<file path="src/rtl/poly_reduce_ctrl.sv">
// rtl/poly_reduce_ctrl.sv - load/reduce sequencer for the shift-register polynomial reduction datapath
module poly_reduce_ctrl #(
    parameter int WIDTH  = 4,
    parameter int DEGREE = 3
) (
    input  logic             clk,
    input  logic             rst,
    input  logic             start,
    output logic             busy,
    output logic             done,
    output logic             err,
    input  logic             coef_valid,
    output logic             coef_ready,
    input  logic [WIDTH-1:0] coef_data,
    output logic             dp_en,
    output logic             dp_sel,
    output logic [WIDTH-1:0] dp_data,
    input  logic [WIDTH-1:0] dp_res,
    output logic             res_valid,
    input  logic             res_ready,
    output logic [WIDTH-1:0] res_data
);

    localparam int CNT_W = $clog2(DEGREE + 2);
    localparam logic [CNT_W-1:0] LAST_BEAT = CNT_W'(DEGREE);
    localparam logic [CNT_W-1:0] LAST_STEP = CNT_W'(DEGREE - 1);

    typedef enum logic [2:0] {
        S_IDLE,
        S_LOAD,
        S_STEP,
        S_CAPT,
        S_OUT,
        S_FIN
    } state_e;

    state_e             state_q, state_d;
    logic [CNT_W-1:0]   cnt_q, cnt_d;
    logic               res_valid_q, res_valid_d;
    logic [WIDTH-1:0]   res_data_q, res_data_d;
    logic               err_q, err_d;

    logic               load_beat;
    logic               out_hs;

    assign load_beat = (state_q == S_LOAD) && coef_valid;
    assign out_hs    = (state_q == S_OUT) && res_ready;

    always_ff @(posedge clk) begin
        if (rst) begin
            state_q     <= S_IDLE;
            cnt_q       <= '0;
            res_valid_q <= 1'b0;
            res_data_q  <= '0;
            err_q       <= 1'b0;
        end else begin
            state_q     <= state_d;
            cnt_q       <= cnt_d;
            res_valid_q <= res_valid_d;
            res_data_q  <= res_data_d;
            err_q       <= err_d;
        end
    end

    always_comb begin
        state_d     = state_q;
        cnt_d       = cnt_q;
        res_valid_d = res_valid_q;
        res_data_d  = res_data_q;
        // A start request is only legal from IDLE; anything else is flagged and dropped.
        err_d       = err_q | (start && (state_q != S_IDLE));

        unique case (state_q)
            S_IDLE: begin
                if (start) begin
                    state_d = S_LOAD;
                    cnt_d   = '0;
                end
            end
            S_LOAD: begin
                if (load_beat) begin
                    if (cnt_q == LAST_BEAT) begin
                        state_d = S_STEP;
                        cnt_d   = '0;
                    end else begin
                        cnt_d = cnt_q + 1'b1;
                    end
                end
            end
            S_STEP: begin
                state_d = S_CAPT;
            end
            S_CAPT: begin
                res_data_d  = dp_res;
                res_valid_d = 1'b1;
                state_d     = S_OUT;
            end
            S_OUT: begin
                if (out_hs) begin
                    res_valid_d = 1'b0;
                    cnt_d       = cnt_q + 1'b1;
                    state_d     = (cnt_q == LAST_STEP) ? S_FIN : S_STEP;
                end
            end
            S_FIN: begin
                cnt_d   = '0;
                state_d = S_IDLE;
            end
            default: begin
                state_d = S_IDLE;
                cnt_d   = '0;
            end
        endcase
    end

    always_comb begin
        busy       = (state_q != S_IDLE);
        done       = (state_q == S_FIN);
        coef_ready = (state_q == S_LOAD);
        dp_en      = load_beat || (state_q == S_STEP);
        dp_sel     = (state_q == S_STEP);
        dp_data    = (state_q == S_LOAD) ? coef_data : '0;
    end

    assign res_valid = res_valid_q;
    assign res_data  = res_data_q;
    assign err       = err_q;

endmodule

</file>
<file path="config.mk">
export PLATFORM = sky130hd
export DESIGN_NAME = poly_reduce_ctrl
export DESIGN_NICKNAME = d
export VERILOG_FILES = /design/src/rtl/poly_reduce_ctrl.sv
export SDC_FILE = /design/constraint.sdc
export NUM_CORES = 1
export LEC_CHECK = 0
export BUFFER_PORTS_ARGS = -buffer_cell sky130_fd_sc_hd__buf_2
export CORE_MARGIN = 2
export CORE_UTILIZATION = 50
export DETAILED_ROUTE_END_ITERATION = 6
export PLACE_DENSITY = 0.86
export REMOVE_ABC_BUFFERS = 1
export SYNTH_ARGS = -nofsm -noshare
export SYNTH_HDL_FRONTEND = slang
export SYNTH_SLANG_ARGS = --single-unit
</file>
<file path="constraint.sdc">
create_clock -name clk -period 3.2 [get_ports clk]
set_input_delay 0.48 -clock clk [delete_from_list [all_inputs] [get_ports clk]]
set_output_delay 0.48 -clock clk [all_outputs]
set_load 0.02 [all_outputs]
</file>
# --- Yosys cells after proc, flatten, opt, wreduce, memory -nomap -nowiden ---
# Cells that the tools add are included.
word_totals:
  out_inout_bits: 15
  register_bits: 12
classes:
  eq_ne: 11
  reduce_logical: 11
  n_bitwise: 2
  add_sub_neg: 1
  n_mux: 14
ops:
  columns: ["op", "n"]
  rows:
  - ["$mux W3", 9]
  - ["$pmux W3 S5", 1]
  - ["$eq A3 B2 Y1 const B", 4]
  - ["$pmux W3 S4", 1]
  - ["$reduce_and A4 Y1", 2]
  - ["$eq A3 B3 Y1 const B", 2]
  - ["$mux W4", 1]
  - ["$ne A2 B1 Y1 const B", 2]
  - ["$ne A2 B2 Y1 const B", 2]
  - ["$add A3 B1 Y3 const B", 1]
  - ["$eq A3 B1 Y1 const B", 1]
  - ["$logic_and A1 B1 Y1", 3]
  - ["$logic_not A3 Y1", 1]
  - ["$reduce_bool A3 Y1", 1]
  - ["$pmux W1 S2", 1]
  - ["$reduce_and A2 Y1", 1]
  - ["$reduce_bool A2 Y1", 1]
  - ["$reduce_or A2 Y1", 1]
  - ["$logic_or A1 B1 Y1", 1]
  - ["$mux W1", 1]
  - ["$not A1 Y1", 1]
  - ["$or A1 B1 Y1", 1]

# --- Longest topological paths before layout ---
depth:
  depth_word: 4
  ltp_mapped: 7

# --- Worst setup path after synthesis ---
# Ideal clock, no wire load.
synth_path:
  path_kind: "register -> output"
  start: "register state_q[1]"
  end: "output dp_en"
  required_ns: 2.720
  path_stages_with_launch: 4
  n_path_buf: 1
  t_arrival_ns: 1.398
  slack_ns: 1.322
  path_cell_list: "dfxtp_1 > buf_2 > nor3b_1 > a21o_1"
synth_between:
  elab_cells_between_ends: 4
  cone_classes: "2 x eq/ne; 2 x reduce/logical"
synth_lines:
  columns: ["element", "line", "text"]
  rows:
  - ["from (decl)", "37", "state_e state_q, state_d;"]
  - ["from (signal assigned)", "57", "state_q <= state_d;"]
  - ["$eq A3 B2 Y1", null, null]
  - ["named net dp_sel", "16", "output logic dp_sel,"]
  - ["$logic_or A1 B1 Y1", "120", "dp_en = load_beat || (state_q == S_STEP);"]
  - ["to (decl)", "15", "output logic dp_en,"]
# The timed path passes the listed nets, and every way through them passes these cells.

# --- Final worst setup path ---
layout_path:
  start: "register state_q[0]"
  end: "output dp_data[1]"
layout_between:
  elab_chain_len: 2
layout_lines:
  columns: ["element", "line", "text"]
  rows:
  - ["$eq A3 B1 Y1", "122", "dp_data = (state_q == S_LOAD) ? coef_data : '0;"]
  - ["$mux W4", "122", null]
  - ["to (decl)", "17", "output logic [WIDTH-1:0] dp_data,"]
# No other way between the ends.

==> impl_metrics.env <==
export IMPL_setup_ws_ns=1.07
export IMPL_cell_internal_pwr_w=0.000273
export IMPL_syn_inst=85
export IMPL_cts_resized=0
export IMPL_arrival_ns=1.65
export IMPL_drive_above_1_share_pct=29.5
export IMPL_dp_final_hpwl_um=1230
export IMPL_drc=0
export IMPL_whs_ns=0.439
export IMPL_hold_buffers=0
export IMPL_synth_common_cells="dfxtp_1 (12), nor2_1 (12), mux2i_1 (8)"
export IMPL_dpl_cell_area_sq_um=846
export IMPL_core_area_sq_mm=0.00132
export IMPL_synth_seq_cells=12
export IMPL_preCtsSetupSlack_ns=1.37
export IMPL_seqPwrFrac_pct=43.6
export IMPL_synth_top_area_cell="dfxtp_1"
export IMPL_cts_sinks=12
export IMPL_drv_cap=0
export IMPL_yosys_warnings=0
export IMPL_synth_edff_count=0
export IMPL_synth_flop_cell="dfxtp_1"
export IMPL_setup_tns_ns=0
export IMPL_fmax_ghz=0.469
export IMPL_min_path_type="in2reg"
export IMPL_clkTransAtPathRegs_ns=0.08
export IMPL_num_antenna_cells=0
export IMPL_yosys_area_top_type_share_pct=33.8
export IMPL_vdd_ir_drop_max_v=0.000240
export IMPL_fin_skew_ns=0.00776
export IMPL_synth_area_top_cells="dfxtp_1 (34%), mux2i_1 (11%), ha_1 (7.0%)"
export IMPL_status="finished, final reports clean"
export IMPL_num_rows=13
export IMPL_via_per_inst=5.29
export IMPL_grt_pass1_wl_um=2640
export IMPL_antenna_found_initial=0
export IMPL_p_comb_share_pct=27.0
export IMPL_grt_overflow=0
export IMPL_worst_slew_pin_slew_ns=0.496
export IMPL_switching_share_pct=31.6
export IMPL_worstSetupEndpointType="output port"
export IMPL_leakage_nw=0.453
export IMPL_drv_slew=0
export IMPL_async_flop_share_pct=0
export IMPL_clk_latency_ns=0.27
export IMPL_initial_core_util_pct=53.9
export IMPL_finish_utilization_pct=67.0
export IMPL_fillers=117
export IMPL_yosysUniqueCellTypes=28
export IMPL_cts_tree="done"
export IMPL_ys_seq_area_share_pct=33.8
export IMPL_p_clk_share_pct=29.4
export IMPL_hold_violations=0
export IMPL_crit_path_max_fanout=16
export IMPL_setup_viol=0
export IMPL_post_drt_wl_per_cell_um=12.7
export IMPL_num_io_pins=28
export IMPL_cts_buffer_depth=2
export IMPL_critPathRequiredTime_ns=2.72
export IMPL_dieWidth_um=41.7
export IMPL_globalplace_congestion=0.763
export IMPL_io_buffers=27
export IMPL_finalCritPeriodShare_pct=66.6
export IMPL_synth_cell_area_sq_um=711
export IMPL_die_h_um=41.7
export IMPL_cts_buffers=3
export IMPL_grt_pass1_vias=631
export IMPL_area_growth_pct=24.1
export IMPL_first_pass_iters=4
export IMPL_cts_setup_buffers=0
export IMPL_dieArea_sq_mm=0.00174
export IMPL_final_nets=130
export IMPL_grt_max_degree=17
export IMPL_design_area_sq_um=882
export IMPL_slew_headroom_pct=66.9
export IMPL_totalWireLength_um=1610
export IMPL_grt_usage_pct=19.7
export IMPL_rsz0062_at_grt="no"
export IMPL_num_vias=672
export IMPL_power_switching_w=0.000126
export IMPL_p_per_area_mw_per_mm2=452
export IMPL_crit_type="reg2out"
export IMPL_cts_max_level=1
export IMPL_finalCriticalPeriod_ns=2.13
export IMPL_ant_nets=0
export IMPL_start_kind="flip-flop"
export IMPL_syn_avg_cell_area_sq_um=8.36
export IMPL_initialDrtViolationCount=10
export IMPL_cts_root_buffer="clkbuf_4"
## state kept, by name, summed over array words and instances (netlist names)
register,cells
res_data,4
cnt_q,3
state_q,3
err,1
res_valid,1
## final timing paths
check             startpoint          end  slack [ns]  cells after the start
setup / recovery  state_q[0]   dp_data[1]        1.07                      4
hold / removal     dp_res[0]  res_data[0]        0.44                      3
setup reg to reg  state_q[0]     cnt_q[1]        1.54                      4
hold reg to reg          err          err        0.49                      2
## cell usage in the layout, fill, tap and decap left out
| cell type | Yosys | layout |
|---|---|---|
| nor3_1 | 1 | 1 |
| or4_1 | 2 | 2 |
| inv_1 | 5 | 5 |
| mux2i_1 | 8 | 8 |
| nand2b_1 | 6 | 6 |
| and2_1 | 4 | 4 |
| clkbuf_8 | 0 | 1 |
| o21ai_2 | 1 | 1 |
| a21o_1 | 1 | 1 |
| clkbuf_4 | 0 | 3 |
| nor2b_1 | 2 | 2 |
| xnor2_1 | 1 | 1 |
| nor3b_1 | 1 | 1 |
| a211oi_1 | 1 | 1 |
| o21a_1 | 2 | 2 |
| nor4b_1 | 1 | 1 |
| nand2_1 | 4 | 4 |
| nand3b_1 | 1 | 1 |
| and3b_1 | 2 | 2 |
| ha_1 | 4 | 4 |
| nand3_1 | 1 | 1 |
| buf_2 | 3 | 27 |
| nor2_1 | 12 | 12 |
| a31oi_1 | 1 | 1 |
| a21oi_1 | 4 | 4 |
| or3_1 | 1 | 1 |
| o22ai_1 | 2 | 2 |
| dfxtp_1 | 12 | 12 |
| or3b_2 | 1 | 1 |
## metrics by stage
| stage | cells | power [W] |
|---|---|---|
| global placement | 123 | 0.000278 |
| CTS | 127 | 0.000403 |
| global route | 127 | 0.000420 |
| detailed placement | 123 | 0.000284 |
| finish | 127 | 0.000399 |
| floorplan | 81 | 0.000246 |
## critical path, cell delays in order, from the launching register on
cell      delay [ns]
dfxtp_1         0.63
nand2b_1        0.17
nor2_1          0.25
and2_1          0.17
buf_2           0.15
## power by group through the flow
| stage | clock, W | combinational (W) | sequential [W] |
|---|---|---|---|
| 6_report | 0.000117 | 0.000108 | 0.000174 |
| 5_1_grt | 0.000127 | 0.000117 | 0.000176 |
| 4_1_cts | 0.000122 | 0.000108 | 0.000173 |
| 3_5_place_dp | 0 | 0.000108 | 0.000177 |
| 3_3_place_gp | 0 | 0.000103 | 0.000175 |
| 2_1_floorplan | 0 | 0.0000699 | 0.000176 |
## final cells by class
cell class                 instances  area, sq um  share of cell area, %
clock buffer                       4         36.3                   4.11
sequential                        12          240                   27.2
inverter                           5         18.8                   2.13
timing repair buffer              27          135                   15.3
multi-input combinational         64          433                   49.1
tap                               15         18.8                   2.13
## cell families (layout without fill, tap and decap cells)
group / after synthesis / after routing / share of synthesized area (%)
AND/OR/NAND/NOR: 39 / 39 / 30.5
AO/OA/AOI/OAI: 12 / 12 / 10.9
flip-flops: 12 / 12 / 33.8
buffers and inverters: 9 / 36 / 5.28
multiplexers: 8 / 8 / 11.3
adder cells (fa/ha/maj): 4 / 4 / 7.04
XOR/XNOR: 1 / 1 / 1.23
## layer usage
layer / vias to the layer above / track usage, % / routed length [um] / share of wire, %
li1: 342 / - / - / -
met1: 294 / 21.7 / 699 / 43
met2: 30 / 34.4 / 756 / 47
met3: 6 / 3.04 / 107 / 6.6
met4: 0 / 13.5 / 50 / 3.1
met5: - / 0 / 0 / 0
(Power assumes the default switching activity.)
